## config.mk

```make
export PLATFORM = sky130hd
export DESIGN_NAME = axis_flit_deserializer
export DESIGN_NICKNAME = d
export VERILOG_FILES = /design/src/rtl/axis_flit_deserializer_pkg.sv /design/src/rtl/axis_flit_deserializer_fifo.sv /design/src/rtl/axis_flit_deserializer.sv
export SDC_FILE = /design/constraint.sdc
export NUM_CORES = 2
export LEC_CHECK = 0
export BUFFER_PORTS_ARGS = -buffer_cell sky130_fd_sc_hd__buf_2
export CORE_ASPECT_RATIO = 1.25
export CORE_MARGIN = 2
export CORE_UTILIZATION = 40
export DETAILED_ROUTE_END_ITERATION = 7
export SLEW_MARGIN = 5
export SYNTH_ARGS = -nofsm -noshare
export SYNTH_HDL_FRONTEND = slang
export SYNTH_SLANG_ARGS = --single-unit
```

## constraint.sdc

```tcl
create_clock -name clk -period 11.1 [get_ports clk]
set_input_delay 0 -clock clk [delete_from_list [all_inputs] [get_ports clk]]
set_output_delay 0 -clock clk [all_outputs]
set_load 0.005 [all_outputs]
```

## src/rtl/axis_flit_deserializer_pkg.sv

```systemverilog
// Shared NoC definitions: the flit record, the assembler state encoding and the
// flit-width derivation used by the deserializer and its FIFO.
package axis_flit_deserializer_pkg;

    // The flit record is sized for the widest flit on the NoC. Narrower
    // configurations leave the upper field bits at zero.
    localparam int unsigned NOC_MAX_FLIT_WIDTH = 512;
    localparam int unsigned NOC_MAX_DEST_WIDTH = 16;

    typedef struct packed {
        logic [NOC_MAX_FLIT_WIDTH-1:0] data;
        logic [NOC_MAX_DEST_WIDTH-1:0] dest;
        logic                          is_tail;
    } flit_t;

    typedef enum logic {
        ST_COLLECT = 1'b0,
        ST_EMIT    = 1'b1
    } asm_state_e;

    function automatic int unsigned flit_width(input int unsigned tdata_width,
                                               input int unsigned ser_factor);
        return tdata_width / ser_factor;
    endfunction

endpackage

```

## src/rtl/axis_flit_deserializer_fifo.sv

```systemverilog
// Credit-sized flit FIFO: registered storage, so a flit written in one cycle
// can be popped from the next cycle on.
module flit_fifo
    import axis_flit_deserializer_pkg::*;
#(
    parameter int unsigned DEPTH = 4
) (
    input  logic  clk,
    input  logic  rst_n,
    input  logic  push,
    input  flit_t wr_flit,
    input  logic  pop,
    output flit_t rd_flit,
    output logic  empty,
    output logic  full
);

    localparam int unsigned PTR_W = (DEPTH > 1) ? $clog2(DEPTH) : 1;
    localparam int unsigned CNT_W = $clog2(DEPTH + 1);

    logic [PTR_W-1:0] wr_ptr_q, wr_ptr_d;
    logic [PTR_W-1:0] rd_ptr_q, rd_ptr_d;
    logic [CNT_W-1:0] count_q, count_d;
    flit_t            mem_q [DEPTH];
    logic             do_push;
    logic             do_pop;

    function automatic logic [PTR_W-1:0] ptr_inc(input logic [PTR_W-1:0] p);
        return (p == PTR_W'(DEPTH - 1)) ? '0 : p + PTR_W'(1);
    endfunction

    assign empty   = (count_q == '0);
    assign full    = (count_q == CNT_W'(DEPTH));
    assign rd_flit = mem_q[rd_ptr_q];
    assign do_pop  = pop && !empty;
    // A pop in the same cycle frees the slot, so a full FIFO still takes the push.
    assign do_push = push && (!full || do_pop);

    always_comb begin
        wr_ptr_d = wr_ptr_q;
        rd_ptr_d = rd_ptr_q;
        count_d  = count_q;
        if (do_push) begin
            wr_ptr_d = ptr_inc(wr_ptr_q);
        end
        if (do_pop) begin
            rd_ptr_d = ptr_inc(rd_ptr_q);
        end
        if (do_push && !do_pop) begin
            count_d = count_q + CNT_W'(1);
        end else if (do_pop && !do_push) begin
            count_d = count_q - CNT_W'(1);
        end
    end

    always_ff @(posedge clk) begin
        if (!rst_n) begin
            wr_ptr_q <= '0;
            rd_ptr_q <= '0;
            count_q  <= '0;
        end else begin
            wr_ptr_q <= wr_ptr_d;
            rd_ptr_q <= rd_ptr_d;
            count_q  <= count_d;
        end
    end

    always_ff @(posedge clk) begin
        if (do_push) begin
            mem_q[wr_ptr_q] <= wr_flit;
        end
    end

endmodule

```

## src/rtl/axis_flit_deserializer.sv

```systemverilog
// Credit-based flit receiver that packs SERIALIZATION_FACTOR flits (or fewer,
// when a tail arrives early) LSB-first into one AXI-Stream beat.
module axis_flit_deserializer
    import axis_flit_deserializer_pkg::*;
#(
    parameter int unsigned TDEST_WIDTH          = 6,
    parameter int unsigned TDATA_WIDTH          = 512,
    parameter int unsigned SERIALIZATION_FACTOR = 4,
    parameter int unsigned FLIT_BUFFER_DEPTH    = 4,
    localparam int unsigned FLIT_WIDTH          = flit_width(TDATA_WIDTH, SERIALIZATION_FACTOR)
) (
    input  logic                   clk,
    input  logic                   rst_n,
    input  logic [FLIT_WIDTH-1:0]  data_in,
    input  logic [TDEST_WIDTH-1:0] dest_in,
    input  logic                   is_tail_in,
    input  logic                   send_in,
    output logic                   credit_out,
    output logic                   axis_tvalid,
    input  logic                   axis_tready,
    output logic [TDATA_WIDTH-1:0] axis_tdata,
    output logic                   axis_tlast,
    output logic [TDEST_WIDTH-1:0] axis_tdest,
    output logic                   overflow_err
);

    localparam int unsigned CNT_W = (SERIALIZATION_FACTOR > 1) ? $clog2(SERIALIZATION_FACTOR) : 1;
    localparam logic [CNT_W-1:0] LAST_SLOT = CNT_W'(SERIALIZATION_FACTOR - 1);

    flit_t wr_flit;
    flit_t rd_flit;
    flit_t unused_rd_flit;
    logic  fifo_empty;
    logic  fifo_full;
    logic  fifo_pop;

    asm_state_e             state_q, state_d;
    logic [CNT_W-1:0]       count_q, count_d;
    logic [TDATA_WIDTH-1:0] acc_data_q, acc_data_d;
    logic [TDEST_WIDTH-1:0] acc_dest_q, acc_dest_d;
    logic [TDATA_WIDTH-1:0] tdata_q, tdata_d;
    logic                   tlast_q, tlast_d;
    logic [TDEST_WIDTH-1:0] tdest_q, tdest_d;
    logic                   credit_q, credit_d;
    logic                   overflow_q, overflow_d;

    logic                   out_free;
    logic                   head_closes;
    logic [FLIT_WIDTH-1:0]  head_data;
    logic [TDEST_WIDTH-1:0] head_dest;
    logic [TDATA_WIDTH-1:0] beat_data;
    logic [TDEST_WIDTH-1:0] beat_dest;

    always_comb begin
        wr_flit                         = '0;
        wr_flit.data[FLIT_WIDTH-1:0]    = data_in;
        wr_flit.dest[TDEST_WIDTH-1:0]   = dest_in;
        wr_flit.is_tail                 = is_tail_in;
    end

    flit_fifo #(
        .DEPTH (FLIT_BUFFER_DEPTH)
    ) u_flit_fifo (
        .clk     (clk),
        .rst_n   (rst_n),
        .push    (send_in),
        .wr_flit (wr_flit),
        .pop     (fifo_pop),
        .rd_flit (rd_flit),
        .empty   (fifo_empty),
        .full    (fifo_full)
    );

    // Record bits above the configured widths are always zero on this link.
    assign unused_rd_flit = rd_flit;
    assign head_data      = rd_flit.data[FLIT_WIDTH-1:0];
    assign head_dest      = rd_flit.dest[TDEST_WIDTH-1:0];

    always_comb begin
        out_free    = (state_q == ST_COLLECT) || axis_tready;
        head_closes = (count_q == LAST_SLOT) || rd_flit.is_tail;
        // Only the closing flit needs the output register; the rest keep streaming.
        fifo_pop    = !fifo_empty && (!head_closes || out_free);

        beat_dest = (count_q == '0) ? head_dest : acc_dest_q;
        beat_data = acc_data_q;
        beat_data[count_q*FLIT_WIDTH +: FLIT_WIDTH] = head_data;

        state_d    = state_q;
        count_d    = count_q;
        acc_data_d = acc_data_q;
        acc_dest_d = acc_dest_q;
        tdata_d    = tdata_q;
        tlast_d    = tlast_q;
        tdest_d    = tdest_q;
        credit_d   = fifo_pop;
        overflow_d = overflow_q || (send_in && fifo_full && !fifo_pop);

        if (state_q == ST_EMIT && axis_tready) begin
            state_d = ST_COLLECT;
        end
        if (fifo_pop) begin
            if (head_closes) begin
                state_d    = ST_EMIT;
                tdata_d    = beat_data;
                tlast_d    = rd_flit.is_tail;
                tdest_d    = beat_dest;
                count_d    = '0;
                acc_data_d = '0;
            end else begin
                acc_data_d = beat_data;
                acc_dest_d = beat_dest;
                count_d    = count_q + CNT_W'(1);
            end
        end
    end

    always_ff @(posedge clk) begin
        if (!rst_n) begin
            state_q    <= ST_COLLECT;
            count_q    <= '0;
            acc_data_q <= '0;
            acc_dest_q <= '0;
            tdata_q    <= '0;
            tlast_q    <= 1'b0;
            tdest_q    <= '0;
            credit_q   <= 1'b0;
            overflow_q <= 1'b0;
        end else begin
            state_q    <= state_d;
            count_q    <= count_d;
            acc_data_q <= acc_data_d;
            acc_dest_q <= acc_dest_d;
            tdata_q    <= tdata_d;
            tlast_q    <= tlast_d;
            tdest_q    <= tdest_d;
            credit_q   <= credit_d;
            overflow_q <= overflow_d;
        end
    end

    assign axis_tvalid  = (state_q == ST_EMIT);
    assign axis_tdata   = tdata_q;
    assign axis_tlast   = tlast_q;
    assign axis_tdest   = tdest_q;
    assign credit_out   = credit_q;
    assign overflow_err = overflow_q;

endmodule

```

==> reports/summary.txt <==
status: finished with violations
failing checks: slew limit
Die Width: 350 um
Worst IR Drop VDD: 324 uV
slowest stage delay, CP: 1.07 ns
Tot GR Track Use: 23.9%
kind of critical path: reg2reg
sw power: 0.00826 W
Synth Register Bits: 1591
TritonCTS clock tree: yes
RSZ-0062 raised after global routing: false
Critical Path End Type: flip-flop
drt initial violations: 3358
final antenna-violating net count: 0
buffers inserted by post-CTS timing repair: 0
Port Buffer Count: 660
crit-path max FO: 188
final setup violation count: 0
FILL cells: 13300
Vert. Die Dim: 436 um
max-slew violations: 80
worst hold path type: in2reg
CTS Buf Count: 160
Layout area overhead: 20.6%
Tmin final: 4.40 ns
Critical Path RT: 11.80 ns
WP buf/inv: 1
largest net degree at the start of global routing: 217
row cnt: 158
Detailed Routing Iterations Pass 1: 7
vias per cell: 5.64
routed wire length: 188000 um
share of cells above drive strength 1: 19.7%
die area: 153000 sq um
Seq/Total Area, Yosys: 62.3%
TNS Setup: 0 ns
clock network fraction of total power: 26.1%
synth warn: 0
synthesized cell area: 59800 sq um
CTS Sinks: 1591
Inst Count DP: 7120
Clock Latency Late Sink: 0.81 ns
switching part of the total: 39.0%
Worst Max-Slew Pin Slew: 1.64 ns
post-route clock skew: 0.0291 ns
post-synthesis net count: 5046
Synth cell types: 40
gpl congestion: 0.774
routed len/inst: 24.5 um
max_cap viols: 0
Async SR Flop Fraction: 0%
Fin. Hold Viols: 0
PD cells: 293 nW/um^2
Reg power frac: 38.2%
Leak: 25.4 nW
Final Cycle Share: 39.6%
Overflow after GRT: 0
Clock Path Buffers: 3
Worst path slowest cell: dfxtp_4
vias in the first global route: 41300
Worst-path clk slew: 0.06 ns
CP delay by family, top: simple AND/OR/NAND/NOR gates
internal cell power: 0.0129 W
Reg2Reg Setup Slack: 6.70 ns
Mapped Cells: 4895
initial antenna violation count: 32
nets: 5682
DR vias: 43300
H-tree levels: 4
critical path cell sequence: nor2b_1 -> a22o_1 -> nand3_4 -> buf_12 -> o2bb2ai_1
Startpoint Class: flip-flop
max_slew headroom: -9.25%
io pins: 661
Hold-fix buffers, CTS: 249
core area: 148000 sq um
Detailed Place HPWL: 112000 um
final instance count without filler cells: 7682
DRC Markers: 0
worst path arrival time: 5.10 ns
Root Buffer: clkbuf_16
Initial Utilization: 40.3%
Comb power frac: 35.7%
main flop type after synthesis: dfxtp_1
syn_area_per_cell: 12.2 sq um
first-pass GRT wire length: 279000 um
Max Freq: 227 MHz
Resize count post-CTS: 0
Post-synth EDFFs: 540
logic make-up (layout without fill, tap and decap cells):
kind of cell,after synthesis,count (layout),share of synthesized area [%]
compound gates,2089,2089,23.0
flops,1591,1591,62.3
simple gates,555,555,5.74
buf+inv,501,1268,3.49
mux,145,145,5.23
fa+ha+maj,12,12,0.264
xor+xnor,2,2,0.0293
other cells,0,20,0
cell type report:
type / instances / area, sq um / area share [%]
sequential: 1591 / 37300 / 51.7
inverter: 10 / 45.0 / 0.0624
tap: 2000 / 2500 / 3.47
clock buffer: 236 / 4650 / 6.45
multi-input combinational: 2803 / 20600 / 28.5
timing repair buffer: 965 / 6320 / 8.76
antenna: 20 / 50.0 / 0.0694
clock inverter: 57 / 729 / 1.01
synth_stat cells (2+ instances only):
master,count,area share (%)
dfxtp_1,1051,35
a21oi_1,1039,8.7
edfxtp_1,540,27
a211oi_1,518,6.5
nor2b_1,514,5.4
o2bb2ai_1,512,7.5
clkbuf_1,314,2.0
buf_2,159,1.3
mux4_2,134,5.0
buf_1,16,0.10
ha_1,11,0.23
mux2i_1,11,0.18
inv_1,10,0.063
nor2_1,9,0.056
nand2_1,7,0.044
nand4_1,6,0.063
o31ai_1,6,0.075
and2_1,4,0.042
nand3_1,3,0.025
nor3_1,3,0.025
o21ai_0,3,0.025
or3_1,3,0.031
and4_1,2,0.029
buf_4,2,0.025
nand2b_1,2,0.021
xor2_1,2,0.029
stage by stage:
step                      hold slack (ns)  utilization [%]  setup slack [ns]  total power [W]  instance area [sq um]
after CTS                        0.000277             48.6              6.80           0.0213                  72100
after floorplan                    0.0989                -              6.00           0.0125                  59800
after global placement              0.213             43.3              6.85           0.0156                  64200
after detailed placement            0.218             43.3              6.84           0.0157                  64200
after global routing               0.0150             48.6              6.58           0.0222                  72100
final                              0.0270             48.6              6.70           0.0212                  72100
power by group through the flow:
stage                     registers [W]  clock network, W  logic (W)
after floorplan                 0.00796                 0    0.00453
after global placement          0.00819                 0    0.00743
after detailed placement        0.00819                 0    0.00750
after CTS                       0.00809           0.00563    0.00759
after global routing            0.00820           0.00584    0.00815
final                           0.00809           0.00553    0.00755
cells in the final DEF, fill, tap and decap left out, drive strengths merged, types with 3 or more instances in the layout:
| master | synthesis | layout |
|---|---|---|
| a211oi | 518 | 518 |
| a21oi | 1040 | 1040 |
| and2 | 4 | 4 |
| buf | 177 | 716 |
| bufinv | 0 | 9 |
| clkbuf | 314 | 236 |
| clkinv | 0 | 34 |
| clkinvlp | 0 | 4 |
| dfxtp | 1051 | 1051 |
| diode | 0 | 20 |
| dlygate4sd3 | 0 | 249 |
| edfxtp | 540 | 540 |
| ha | 11 | 11 |
| inv | 10 | 20 |
| mux2i | 11 | 11 |
| mux4 | 134 | 134 |
| nand2 | 7 | 7 |
| nand3 | 3 | 3 |
| nand4 | 6 | 6 |
| nor2 | 9 | 9 |
| nor2b | 514 | 514 |
| nor3 | 4 | 4 |
| o21ai | 3 | 3 |
| o2bb2ai | 512 | 512 |
| o31ai | 6 | 6 |
| or3 | 3 | 3 |
layer usage:
| metal | up-vias | track usage, % | part of all wire [%] |
|---|---|---|---|
| met1 | 21600 | 33.1 | 44 |
| met2 | 1361 | 37.1 | 46 |
| met5 | - | 0 | 0.064 |
| li1 | 20000 | - | - |
| met4 | 20 | 8.20 | 3.1 |
| met3 | 294 | 5.12 | 6.6 |
worst paths after layout:
check / from / cells after the start / end
max: flip-flop / 5 / acc_data_q[361]$_SDFFE_PN0N_
min: data_in[7] / 2 / u_flit_fifo.mem_q[0][14]$_DFFE_PP_
max reg2reg: flip-flop / 5 / acc_data_q[361]$_SDFFE_PN0N_
min reg2reg: acc_data_q[108]$_SDFFE_PN0N_ / 1 / acc_data_q[108]$_SDFFE_PN0N_
flip-flops by register name, indices dropped and copies added, names as in the netlist, named ones only:
name,cells
u_flit_fifo.count_q,3
overflow_err,1
acc_dest_q,6
credit_out,1
axis_tdest,6
axis_tlast,1
axis_tdata,512
u_flit_fifo.mem_q,540
acc_data_q,512
axis_tvalid,1
u_flit_fifo.rd_ptr_q,2
u_flit_fifo.wr_ptr_q,2
count_q,2
Note: power is estimated with default switching activity, not from simulation.
